--- src/rtl/vga_timing_gen_pkg.sv ---
// Shared video timing definitions: standard mode presets and derived raster positions.
// Default localparams describe the 640x480@60 mode used by most of the game designs.
package vga_timing_gen_pkg;

  typedef struct packed {
    logic [15:0] h_active;
    logic [15:0] h_fp;
    logic [15:0] h_sync;
    logic [15:0] h_bp;
    logic [15:0] v_active;
    logic [15:0] v_fp;
    logic [15:0] v_sync;
    logic [15:0] v_bp;
  } vga_timing_t;

  localparam vga_timing_t Vga640x480At60 = '{
    h_active: 16'd640, h_fp: 16'd16, h_sync: 16'd96,  h_bp: 16'd48,
    v_active: 16'd480, v_fp: 16'd10, v_sync: 16'd2,   v_bp: 16'd33
  };

  localparam vga_timing_t Vga800x600At60 = '{
    h_active: 16'd800, h_fp: 16'd40, h_sync: 16'd128, h_bp: 16'd88,
    v_active: 16'd600, v_fp: 16'd1,  v_sync: 16'd4,   v_bp: 16'd23
  };

  function automatic int unsigned axis_total(input int unsigned active, input int unsigned fp,
                                             input int unsigned sync, input int unsigned bp);
    return active + fp + sync + bp;
  endfunction

  localparam int unsigned H_TOTAL = axis_total(32'(Vga640x480At60.h_active),
                                               32'(Vga640x480At60.h_fp),
                                               32'(Vga640x480At60.h_sync),
                                               32'(Vga640x480At60.h_bp));
  localparam int unsigned V_TOTAL = axis_total(32'(Vga640x480At60.v_active),
                                               32'(Vga640x480At60.v_fp),
                                               32'(Vga640x480At60.v_sync),
                                               32'(Vga640x480At60.v_bp));

  localparam int unsigned H_SYNC_START = 32'(Vga640x480At60.h_active) +
                                         32'(Vga640x480At60.h_fp);
  localparam int unsigned H_SYNC_END   = H_SYNC_START + 32'(Vga640x480At60.h_sync);
  localparam int unsigned V_SYNC_START = 32'(Vga640x480At60.v_active) +
                                         32'(Vga640x480At60.v_fp);
  localparam int unsigned V_SYNC_END   = V_SYNC_START + 32'(Vga640x480At60.v_sync);

endpackage

--- src/rtl/vga_axis_counter.sv ---
// One raster axis: wrapping position counter with registered active-region and sync flags.
// Flags are computed from the next count so they line up with the registered count.
module vga_axis_counter
  import vga_timing_gen_pkg::*;
#(
  parameter int unsigned ACTIVE = 640,
  parameter int unsigned FP     = 16,
  parameter int unsigned SYNC   = 96,
  parameter int unsigned BP     = 48,
  parameter bit          POL    = 1'b0,
  parameter int unsigned CNT_W  = 11
) (
  input  logic             clock,
  input  logic             reset,
  input  logic             advance,
  output logic [CNT_W-1:0] count,
  output logic             wrap,
  output logic             active,
  output logic             sync
);

  localparam int unsigned TOTAL = axis_total(ACTIVE, FP, SYNC, BP);
  localparam int unsigned EW    = CNT_W + 1;

  localparam logic [CNT_W-1:0] LastPos   = CNT_W'(TOTAL - 1);
  // One spare bit so a sync region ending exactly at 2**CNT_W still compares correctly.
  localparam logic [EW-1:0]    ActEnd    = EW'(ACTIVE);
  localparam logic [EW-1:0]    SyncStart = EW'(ACTIVE + FP);
  localparam logic [EW-1:0]    SyncEnd   = EW'(ACTIVE + FP + SYNC);

  logic [CNT_W-1:0] count_d;
  logic [EW-1:0]    count_ext;
  logic             in_sync;

  assign wrap = (count == LastPos);

  always_comb begin
    count_d = count;
    if (advance) begin
      count_d = wrap ? '0 : count + CNT_W'(1);
    end
  end

  assign count_ext = {1'b0, count_d};
  assign in_sync   = (count_ext >= SyncStart) && (count_ext < SyncEnd);

  always_ff @(posedge clock) begin
    if (reset) begin
      count  <= '0;
      active <= 1'b1;
      sync   <= ~POL;
    end else begin
      count  <= count_d;
      active <= (count_ext < ActEnd);
      sync   <= in_sync ? POL : ~POL;
    end
  end

endmodule

--- src/rtl/vga_timing_gen.sv ---
// Raster timing generator: pixel/line counters, sync pulses, display flag and line/frame
// strobes, all registered together and advanced by a pixel clock-enable.
module vga_timing_gen
  import vga_timing_gen_pkg::*;
#(
  parameter int unsigned H_ACTIVE = 32'(Vga640x480At60.h_active),
  parameter int unsigned H_FP     = 32'(Vga640x480At60.h_fp),
  parameter int unsigned H_SYNC   = 32'(Vga640x480At60.h_sync),
  parameter int unsigned H_BP     = 32'(Vga640x480At60.h_bp),
  parameter int unsigned V_ACTIVE = 32'(Vga640x480At60.v_active),
  parameter int unsigned V_FP     = 32'(Vga640x480At60.v_fp),
  parameter int unsigned V_SYNC   = 32'(Vga640x480At60.v_sync),
  parameter int unsigned V_BP     = 32'(Vga640x480At60.v_bp),
  parameter bit          HS_POL   = 1'b0,
  parameter bit          VS_POL   = 1'b0,
  parameter int unsigned CNT_W    = 11
) (
  input  logic             clock,
  input  logic             reset,
  input  logic             pix_en,
  output logic [CNT_W-1:0] hcount,
  output logic [CNT_W-1:0] vcount,
  output logic             hsync,
  output logic             vsync,
  output logic             in_disp_area,
  output logic             line_start,
  output logic             frame_start
);

  logic h_wrap;
  logic v_wrap;
  logic h_active;
  logic v_active;
  logic v_advance;

  // A line ends only on an enabled step out of the last column.
  assign v_advance = pix_en & h_wrap;

  vga_axis_counter #(
    .ACTIVE (H_ACTIVE),
    .FP     (H_FP),
    .SYNC   (H_SYNC),
    .BP     (H_BP),
    .POL    (HS_POL),
    .CNT_W  (CNT_W)
  ) u_h_axis (
    .clock   (clock),
    .reset   (reset),
    .advance (pix_en),
    .count   (hcount),
    .wrap    (h_wrap),
    .active  (h_active),
    .sync    (hsync)
  );

  vga_axis_counter #(
    .ACTIVE (V_ACTIVE),
    .FP     (V_FP),
    .SYNC   (V_SYNC),
    .BP     (V_BP),
    .POL    (VS_POL),
    .CNT_W  (CNT_W)
  ) u_v_axis (
    .clock   (clock),
    .reset   (reset),
    .advance (v_advance),
    .count   (vcount),
    .wrap    (v_wrap),
    .active  (v_active),
    .sync    (vsync)
  );

  assign in_disp_area = h_active & v_active;

  always_ff @(posedge clock) begin
    if (reset) begin
      line_start  <= 1'b0;
      frame_start <= 1'b0;
    end else begin
      line_start  <= v_advance;
      frame_start <= v_advance & v_wrap;
    end
  end

endmodule
--- config.mk ---
export PLATFORM = sky130hd
export DESIGN_NAME = vga_timing_gen
export DESIGN_NICKNAME = d
export VERILOG_FILES = /design/src/rtl/vga_timing_gen_pkg.sv /design/src/rtl/vga_axis_counter.sv /design/src/rtl/vga_timing_gen.sv
export SDC_FILE = /design/constraint.sdc
export NUM_CORES = 1
export LEC_CHECK = 0
export BUFFER_PORTS_ARGS = -buffer_cell sky130_fd_sc_hd__buf_4
export CORE_MARGIN = 2
export CORE_UTILIZATION = 55
export DETAILED_ROUTE_END_ITERATION = 10
export GPL_TIMING_DRIVEN = 0
export PLACE_DENSITY = 0.91
export SETUP_SLACK_MARGIN = 0.1
export SLEW_MARGIN = 20
export SYNTH_ARGS = -nofsm -noshare
export SYNTH_HDL_FRONTEND = slang
export SYNTH_SLANG_ARGS = --single-unit
--- constraint.sdc ---
create_clock -name clock -period 3.7 [get_ports clock]
set_input_delay 0.185 -clock clock [delete_from_list [all_inputs] [get_ports clock]]
set_output_delay 0.185 -clock clock [all_outputs]
set_load 0.005 [all_outputs]
Word level (Yosys, flattened, before mapping)
Cells that the tools add are included.
W data, S select, Z words.
Operators by class
  add/sub/neg operators: 2
  magnitude comparators: 6
  eq/ne operators: 2
  multiplexer cells: 6
  bitwise logic cells: 3
  reduce and logical (&&, ||, !) cells: 2
Operators by type and width (count)
  $mux W11: 4
  $add A11 B1 Y11 const B: 2
  $eq A11 B10 Y1 const B: 2
  $lt A11 B10 Y1 const B: 2
  $lt A11 B9 Y1 const B: 2
  $ge A11 B10 Y1 const B: 1
  $ge A11 B9 Y1 const B: 1
  $and A1 B1 Y1: 3
  $logic_and A1 B1 Y1: 2
  $mux W1: 2
Word-level totals
  bits in registers: 28
  input bits: 3
  output and inout bits: 27
  logic and storage cells: 29

Longest topological paths before layout
Gate-level depths: netlist of the first run.
  word-level depth: 6
  mapped depth: 9
  gate-level depth less buffers: 8

Cells and area by module
A second synthesis of the first run with hierarchy kept.
Unflattened totals
  cell total of the unflattened synthesis: 174
  area total of the unflattened synthesis: 1530.2 um2
By module, submodules not included
  vga_axis_counter (u_h_axis): instances 1, cells each 87, area an instance 743.2 um2, seq. area each 260.2 um2
  vga_axis_counter (u_v_axis): instances 1, cells each 81, area an instance 714.4 um2, seq. area each 260.2 um2
  vga_timing_gen: instances 1, cells each 6, area an instance 72.6 um2, seq. area each 40.0 um2

Worst setup path after synthesis of the first run
Ideal clock, no wire load.
  path kind: reg2reg
  start: register u_v_axis.count[0]
  end: register u_v_axis.sync
  library setup time: 0.127 ns
  arrival time: 1.924 ns
  required time: 3.573 ns
  slack: 1.649 ns
  stages on the path, launching flop included: 9
  buffers on the path: 1
  period minus slack after synthesis: 2.051 ns
  cells stage by stage: dfxtp_1 inv_1 ha_1 nor4bb_1 and3_1 clkbuf_1 nand2b_1 o32a_1 or3_1
Between the ends
  longest elaborated chain between the ends: 6
  elaborated cells between the ends (all ways): 8
  those cells by class: add/sub (1); order compare (2); eq/ne (1); mux (3); reduce/logical (1)
RTL lines
  start: declaration: RTL line vga_axis_counter.sv:16  | output logic [CNT_W-1:0] count,
  start signal: assignment: RTL line vga_axis_counter.sv:53  | count <= count_d;
  $add A11 B1 Y11 or $eq A11 B10 Y1 (tied branches): RTL line vga_axis_counter.sv:40, vga_axis_counter.sv:35
  $mux W11: RTL line vga_axis_counter.sv:40  | count_d = wrap ? '0 : count + CNT_W'(1);
  $mux W11 (*): RTL line vga_axis_counter.sv:39  | if (advance) begin
  $ge A11 B9 Y1 or $lt A11 B9 Y1 (tied branches): RTL line vga_axis_counter.sv:45  | assign in_sync = (count_ext >= SyncStart) && (count_ext < SyncEnd);
  $logic_and A1 B1 Y1 (*): RTL line vga_axis_counter.sv:45
  $mux W1 (*): RTL line vga_axis_counter.sv:55  | sync <= in_sync ? POL : ~POL;
  end signal: assignment: RTL line vga_axis_counter.sv:51  | sync <= ~POL;
  end signal: assignment: RTL line vga_axis_counter.sv:55
  end: declaration: RTL line vga_axis_counter.sv:19  | output logic sync
Every way passes the cells marked *; elsewhere a longest branch is shown, timed or not.
A chain may end at the register's enable or synchronous reset.

Final worst setup path of the first run
Ends and elaborated chain as after synthesis.

==> flow_summary.yaml, run 1 <==
run_status:
  status: "finished, final reports clean"
clock_network:
  clk_pin_slew_worst_paths_ns: 0.15
  cts_made_buffers: 3
  ctsHoldBuffers: 0
  tritoncts: "done"
  clock_sinks: 28
  cts-root-buf: "clkbuf_4"
  ctsResizeCount: 0
  clk_latency_ns: 0.33
  cts_setup_buffers: 0
  cts.path.max_buffers: 2
  htree_num_levels: 1
synthesis:
  synth_top_area_cell: "dfxtp_1"
  yosys.area_share.adder_pct: 2.475
  netlist_area_sq_mm: 0.001516
  synth-compound-area-share_pct: 14.27
  yosysSeqAreaShare_pct: 36.96
  synth_area_per_cell_sq_um: 8.568
  synth_xor_area_share_pct: 7.508
  syn_nets: 183
  yosys-top-cells-area: "dfxtp_1 37%, a21oi_1 4.3%, xor2_1 4.0%"
  synth-simple-area-share_pct: 32.43
  ys_ff_latch: 28
  synth_ff_type: "dfxtp_1"
  synth_top_family_by_area: "simple AND/OR/NAND/NOR gates"
  muxShareOfSynthArea_pct: 0.6601
  netlist_instances: 177
  ys_types: 50
  synth_top_area_share_pct: 36.96
  yosysWarnings: 0
  synth_edf_count: 0
  async_flop_share_pct: 0
die:
  die_x_microns: 56.51
  die_area_sq_mm: 0.003193
  rows: 19
  initial_core_util_pct: 56.45
  ios: 30
  coreArea_sq_mm: 0.002686
  die_h_microns: 56.51
timing:
  slew_viol_final: 0
  hold_viol: 0
  rsz0062_at_grt: "no"
  setup_violations: 0
  fin_crit_sh_pct: 62.62
  max_freq_ghz: 0.4316
  period_needed_ns: 2.317
  fin_skew_ns: 0.006677
  worstMarginPinSlew_ns: 0.5246
  tns_ns: 0
  slew-limit-headroom_pct: 65.03
final_layout:
  final_util_pct: 67.40
  syn2layout_area_growth_pct: 19.39
  final_nets: 215
  antennaDiodeCount: 0
  drive_gt1_share_pct: 21.15
place:
  routabilityCongestion: 0.8607
  portBuffers: 27
  dpl.hpwl_mm: 2.277
routing:
  avgRoutedWirePerCell_microns: 13.49
  route.detailed.drc: 0
  vias: 1401
  final_antenna_net_count: 0
  drtIter0Drc: 60
  via_per_inst: 5.862
  routed_wirelength_mm: 3.224
  firstDrtPassIters: 4
global_route:
  antenna_found_initial: 0
  grt_max_degree: 17
  grtUsageTotal_pct: 21.16
  grt-ovfl-total: 0
  grt_pass1_vias: 1267
  grt_first_pass_wirelength_mm: 5.478
pwr:
  clkPwrFrac_pct: 38.9
  vdd_ir_drop_max_mv: 0.2653
  p_total_uw: 524.7
  combPwrFrac_pct: 2.9
  p_leak_uw: 0.0007030
  seqPwrFrac_pct: 58.1
  netSwitchingPower_uw: 105.4
  power.density_mw_per_mm2: 289.8
  internal_power_uw: 419.3
  swShare_pct: 20.08
critical_path:
  crit_chain: "inv_1, ha_1, nor4bb_1, and3_1, clkbuf_1, nand2b_1, o32a_1, or3_1"
  end_kind: "register"
  critPathMaxFanout: 9
  rr_endpoint: "u_v_axis.sync"
  crit_path_end: "u_v_axis.sync"
  crit_path_start_kind: "register"
  required_ns: 3.93
  startpoint: "u_v_axis.count[0]"
  slowest_delay_ns: 0.51
  reg2reg_from: "u_v_axis.count[0]"
  rr_worst_depth: 8
  rrSetupSlack_ns: 1.38
  cpMaxStageDelayCell: "dfxtp_1"
  critical_path_class: "register to register"
  cp.arrival_ns: 2.55
job:
  max_cap_violations: 0
hold_path:
  worstHoldStart: "pix_en"
  hold_class: "input pin to register"
## power by group through the flow
| stage | registers, uW | clock network [uW] | logic, uW |
|---|---|---|---|
| 2_1_floorplan | 311 | 0 | 9.79 |
| 3_3_place_gp | 312 | 0 | 14.9 |
| 3_5_place_dp | 312 | 0 | 15.4 |
| 4_1_cts | 305 | 205 | 15.5 |
| 5_1_grt | 306 | 217 | 17.1 |
| 6_report | 305 | 204 | 15.4 |
## cell type report
type / instances / area, sq um
Fill cell: 225 / 875.8
Multi-Input combinational cell: 135 / 869.6
Sequential cell: 28 / 560.5
Timing Repair Buffer: 27 / 202.7
Buffer: 11 / 75.07
Tap cell: 31 / 38.79
Clock inverter: 1 / 30.03
Clock buffer: 3 / 22.52
Inverter: 3 / 11.26
## cells in the mapped netlist, drive strengths merged, types with 2 or more instances
master	instances
and2	3
nor3b	3
nor2b	3
nor3	7
nand4b	2
inv	3
xnor2	6
nor2	17
and4	2
nand3	8
a31oi	2
xor2	7
nand2b	3
nand4	5
o21ai	7
clkbuf	8
dfxtp	28
ha	3
or3	5
and3	5
nand2	13
buf	3
a21oi	13
## kinds of logic (layout without fill, tap and decap cells)
logic type / Yosys count / count (layout)
muxes: 1 / 1
xor gates and xnor gates: 13 / 13
DFF: 28 / 28
AOI/OAI and AO/OA: 34 / 34
buffers and inverters: 14 / 45
adders and majority gates: 3 / 3
and+or+nand+nor: 84 / 84
## metal layers
| metal | vias to the layer above | track usage (%) | wire length, microns |
|---|---|---|---|
| met2 | 53 | 36.71 | 1584 |
| met5 | - | 0 | 0 |
| li1 | 698 | - | - |
| met4 | 0 | 6.122 | 35 |
| met3 | 6 | 2.535 | 193 |
| met1 | 644 | 27.42 | 1410 |
## per-stage QoR
step,hold slack [ns],cells,setup WS (ns),cell area [sq um]
final,0.1164,239,1.383,1810
after global routing,0.1251,239,1.241,1810
after global placement,0.4709,235,1.424,1758
after detailed placement,0.4750,235,1.448,1758
after CTS,0.1163,239,1.412,1810
after floorplan,0.4565,177,1.649,1516
## critical path: cells and delay by family, from the launching register on
kind / cells / cell delay, ns
fa+ha+maj: 1 / 0.19
flops: 1 / 0.51
compound gates: 1 / 0.35
simple gates: 4 / 0.90
buf+inv: 2 / 0.27
## cells in the final DEF (no fill, tap or decap), drive strengths merged, types with 2 or more instances in the layout
cell	synthesis	routed
o21ai	7	7
nor3	7	7
a21oi	13	13
nand3	8	8
nand4	5	5
or3	5	5
inv	3	3
nand2	13	13
and2	3	3
nand2b	3	3
nand4b	2	2
and3	5	5
buf	3	30
and4	2	2
xor2	7	7
nor2	17	17
dfxtp	28	28
clkbuf	8	11
xnor2	6	6
a31oi	2	2
ha	3	3
nor2b	3	3
nor3b	3	3
## flip-flops by register name (all words and copies together) (netlist names)
signal and cells:
u_h_axis.count 11, frame_start 1, u_h_axis.sync 1, u_h_axis.active 1
u_v_axis.sync 1, u_v_axis.active 1, line_start 1, u_v_axis.count 11
## worst min-delay path by stage
stage	endpoint	slack (ns)	depth (start not counted)
global route	u_h_axis.count[0]	0.13	3
global placement	u_h_axis.count[1]	0.47	3
detailed placement	u_h_axis.count[1]	0.47	3
finish	u_h_axis.count[1]	0.12	3
floorplan	u_h_axis.count[1]	0.46	3
CTS	u_h_axis.count[1]	0.12	3
Note: power is estimated with default switching activity, not from simulation.
==> run 2: changes to the inputs <==
- ABC_AREA: default -> 1
- CORE_UTILIZATION: 55 -> 50
- PLACE_DENSITY: 0.91 -> 0.86
- clock period: 3.7 -> 2.1 ns (I/O delays scaled with it)
==> run 2 against run 1 <==
Net effect:
- area after synthesis is 11% higher
- maximum frequency grew 29%
- global-route usage rose by 1.3 points
- flip-flop and latch count did not move
- non-clock buffer count is 7 lower
- die area grew 21%
- critical path depth is 2 higher
- sequential power is 77% higher
- cell count rose by 41%
- clock power grew 29%
- largest cell class unchanged
==> flow_summary.yaml, run 2 <==
final_layout:
  antennaDiodeCount: 0
  reg_top3: "u_h_axis.count x11, u_v_axis.count x11"
  final_cell_mix: "65 x nand2_1, 43 x nor2_1, 30 x inv_1"
  drive_gt1_share_pct: 22.41
  final_common_cell: "nand2_1"
  syn2layout_area_growth_pct: 18.28
  final_cell_area_sq_mm: 0.001992
  final_nets: 297
die:
  die_h_microns: 62.04
  initial_core_util_pct: 51.28
  coreArea_sq_mm: 0.003284
  die_x_microns: 62.04
  die_area_sq_mm: 0.003848
  ios: 30
  rows: 21
routing:
  vias: 1724
  firstDrtPassIters: 4
  avgRoutedWirePerCell_microns: 11.57
  via_per_inst: 5.131
  drtIter0Drc: 106
  route.detailed.drc: 0
  final_antenna_net_count: 0
  routed_wirelength_mm: 3.886
synthesis:
  yosysWarnings: 0
  synth_top_area_share_pct: 33.28
  ys_ff_latch: 28
  synth_top_area_cell: "dfxtp_1"
  netlist_area_sq_mm: 0.001684
  synth_area_per_cell_sq_um: 6.528
  yosysSeqAreaShare_pct: 33.28
  ys_types: 28
  yosysMostFrequentCell: "nand2_1"
  yosys-top-cells-area: "dfxtp_1 33%, nand2_1 14%, nor2_1 9.8%"
  syn_nets: 264
  synth_common_cells: "65 x nand2_1, 44 x nor2_1, 30 x inv_1"
  synth_ff_type: "dfxtp_1"
  async_flop_share_pct: 0
  synth_edf_count: 0
  netlist_instances: 258
critical_path:
  crit_chain: "ha_1, nand2_2, nor2_8, nand2_4, nor2_4, nand2_2, nand3_2, nand3_1, nor2_1, nand3_1"
  crit_path_start_kind: "register"
  crit_path_end: "u_v_axis.sync"
  reg2reg_from: "u_h_axis.count[0]"
  crit_cells: 10
  rr_endpoint: "u_v_axis.sync"
  required_ns: 2.34
  slowest_delay_ns: 0.43
  rr_worst_depth: 10
  cpMaxStageDelayCell: "dfxtp_1"
  rrSetupSlack_ns: 0.30
  cp_top_family: "simple AND/OR/NAND/NOR gates"
  end_kind: "register"
  startpoint: "u_h_axis.count[0]"
  cp.arrival_ns: 2.04
  critPathMaxFanout: 7
  critical_path_class: "register to register"
  cp_num_buf_inv: 0
timing:
  rsz0062_at_grt: "no"
  fin_skew_ns: 0.01546
  period_needed_ns: 1.802
  hold_viol: 0
  slew-limit-headroom_pct: 69.18
  tns_ns: 0
  worstMarginPinSlew_ns: 0.4624
  setup_violations: 0
  fin_crit_sh_pct: 85.80
  slew_viol_final: 0
  max_freq_ghz: 0.5550
clock_network:
  htree_num_levels: 1
  clk_latency_ns: 0.33
  cts-root-buf: "clkbuf_4"
  clock_sinks: 28
  clk_pin_slew_worst_paths_ns: 0.15
  cts.path.max_buffers: 2
  ctsHoldBuffers: 0
  cts_made_buffers: 3
  tritoncts: "done"
run_status:
  status: "finished, final reports clean"
pwr:
  vdd_ir_drop_max_mv: 0.3297
  p_leak_uw: 0.0009431
  seqPwrFrac_pct: 64.6
  swShare_pct: 21.71
  combPwrFrac_pct: 3.9
  power.density_mw_per_mm2: 418.8
  internal_power_uw: 653.1
  clkPwrFrac_pct: 31.6
  netSwitchingPower_uw: 181.1
global_route:
  grt_max_degree: 16
  grt_first_pass_wirelength_mm: 6.520
  antenna_found_initial: 0
  grtUsageTotal_pct: 22.50
  grt-ovfl-total: 0
  grt_pass1_vias: 1539
place:
  post_dp_cell_area_sq_mm: 0.001952
  portBuffers: 28
  dpl.hpwl_mm: 2.945
  routabilityCongestion: 0.8768
job:
  max_cap_violations: 0
hold_path:
  hold_class: "input pin to register"
run 2: metrics by stage:
step                utilization [%]  hold WS (ns)  worst slack, ns  std cells  total power [uW]
finish                        60.65       0.03072           0.2982        336             834.3
global route                  60.65       0.03525           0.1356        336             861.7
CTS                           60.53       0.01933           0.2458        336             841.5
detailed placement            59.43        0.3745           0.2884        332             582.5
global placement              59.43        0.3719           0.3246        332             581.7
floorplan                         -        0.2418           0.5509        258             569.3
run 2: final cells by class:
cell class                 count  area (sq um)
timing repair buffer          28         210.2
inverter                      36         140.1
sequential                    28         561.8
fill                         327          1292
tap                           46         57.56
buffer                         3         20.02
clock buffer                   4         36.28
multi-input combinational    191         965.9
run 2: worst register-to-register path, delay by kind of cell, from the launching register on:
| family | cells | cell delay [ns] |
|---|---|---|
| simple gates | 9 | 1.07 |
| fa+ha+maj | 1 | 0.23 |
| flops | 1 | 0.43 |
run 2: power groups by stage:
stage	Combinational, uW	Clock [uW]	Sequential, uW
after floorplan	19.4	0	550
after global routing	36.7	285	540
after global placement	31.7	0	550
after CTS	32.5	270	539
after detailed placement	32.4	0	550
final	32.4	263	539
run 2: how the worst min path moves through the flow:
stage                 from                end  slack (ns)  depth (start not counted)
global route        pix_en  u_h_axis.count[0]        0.04                          2
detailed placement  pix_en  u_h_axis.count[0]        0.37                          2
CTS                 pix_en  u_h_axis.count[0]        0.02                          2
finish              pix_en  u_h_axis.count[0]        0.03                          2
floorplan            reset    u_v_axis.active        0.24                          2
global placement    pix_en  u_h_axis.count[0]        0.37                          2
run 2: cells by family (layout without fill, tap and decap cells):
| family | after synthesis | in the layout | share of synthesized area [%] |
|---|---|---|---|
| simple gates | 168 | 168 | 47.03 |
| buf+inv | 39 | 71 | 9.509 |
| flops | 28 | 28 | 33.28 |
| compound gates | 17 | 17 | 5.943 |
| fa+ha+maj | 3 | 3 | 2.229 |
| xor+xnor | 3 | 3 | 2.006 |
run 2: routing by layer:
layer  up-vias  wire (microns)  global-route usage [%]  share of wire, %
li1        882               -                       -                 -
met1       790            1752                   27.36                45
met2        46            1876                   40.03                48
met3         6             210                   4.762               5.4
met4         0              46                   5.775               1.2
met5         -               0                       0                 0
run 2: timing repair:
action,CTS,global route
setup endpoints to repair,0,1
setup buffers,0,0
resized for setup,0,2
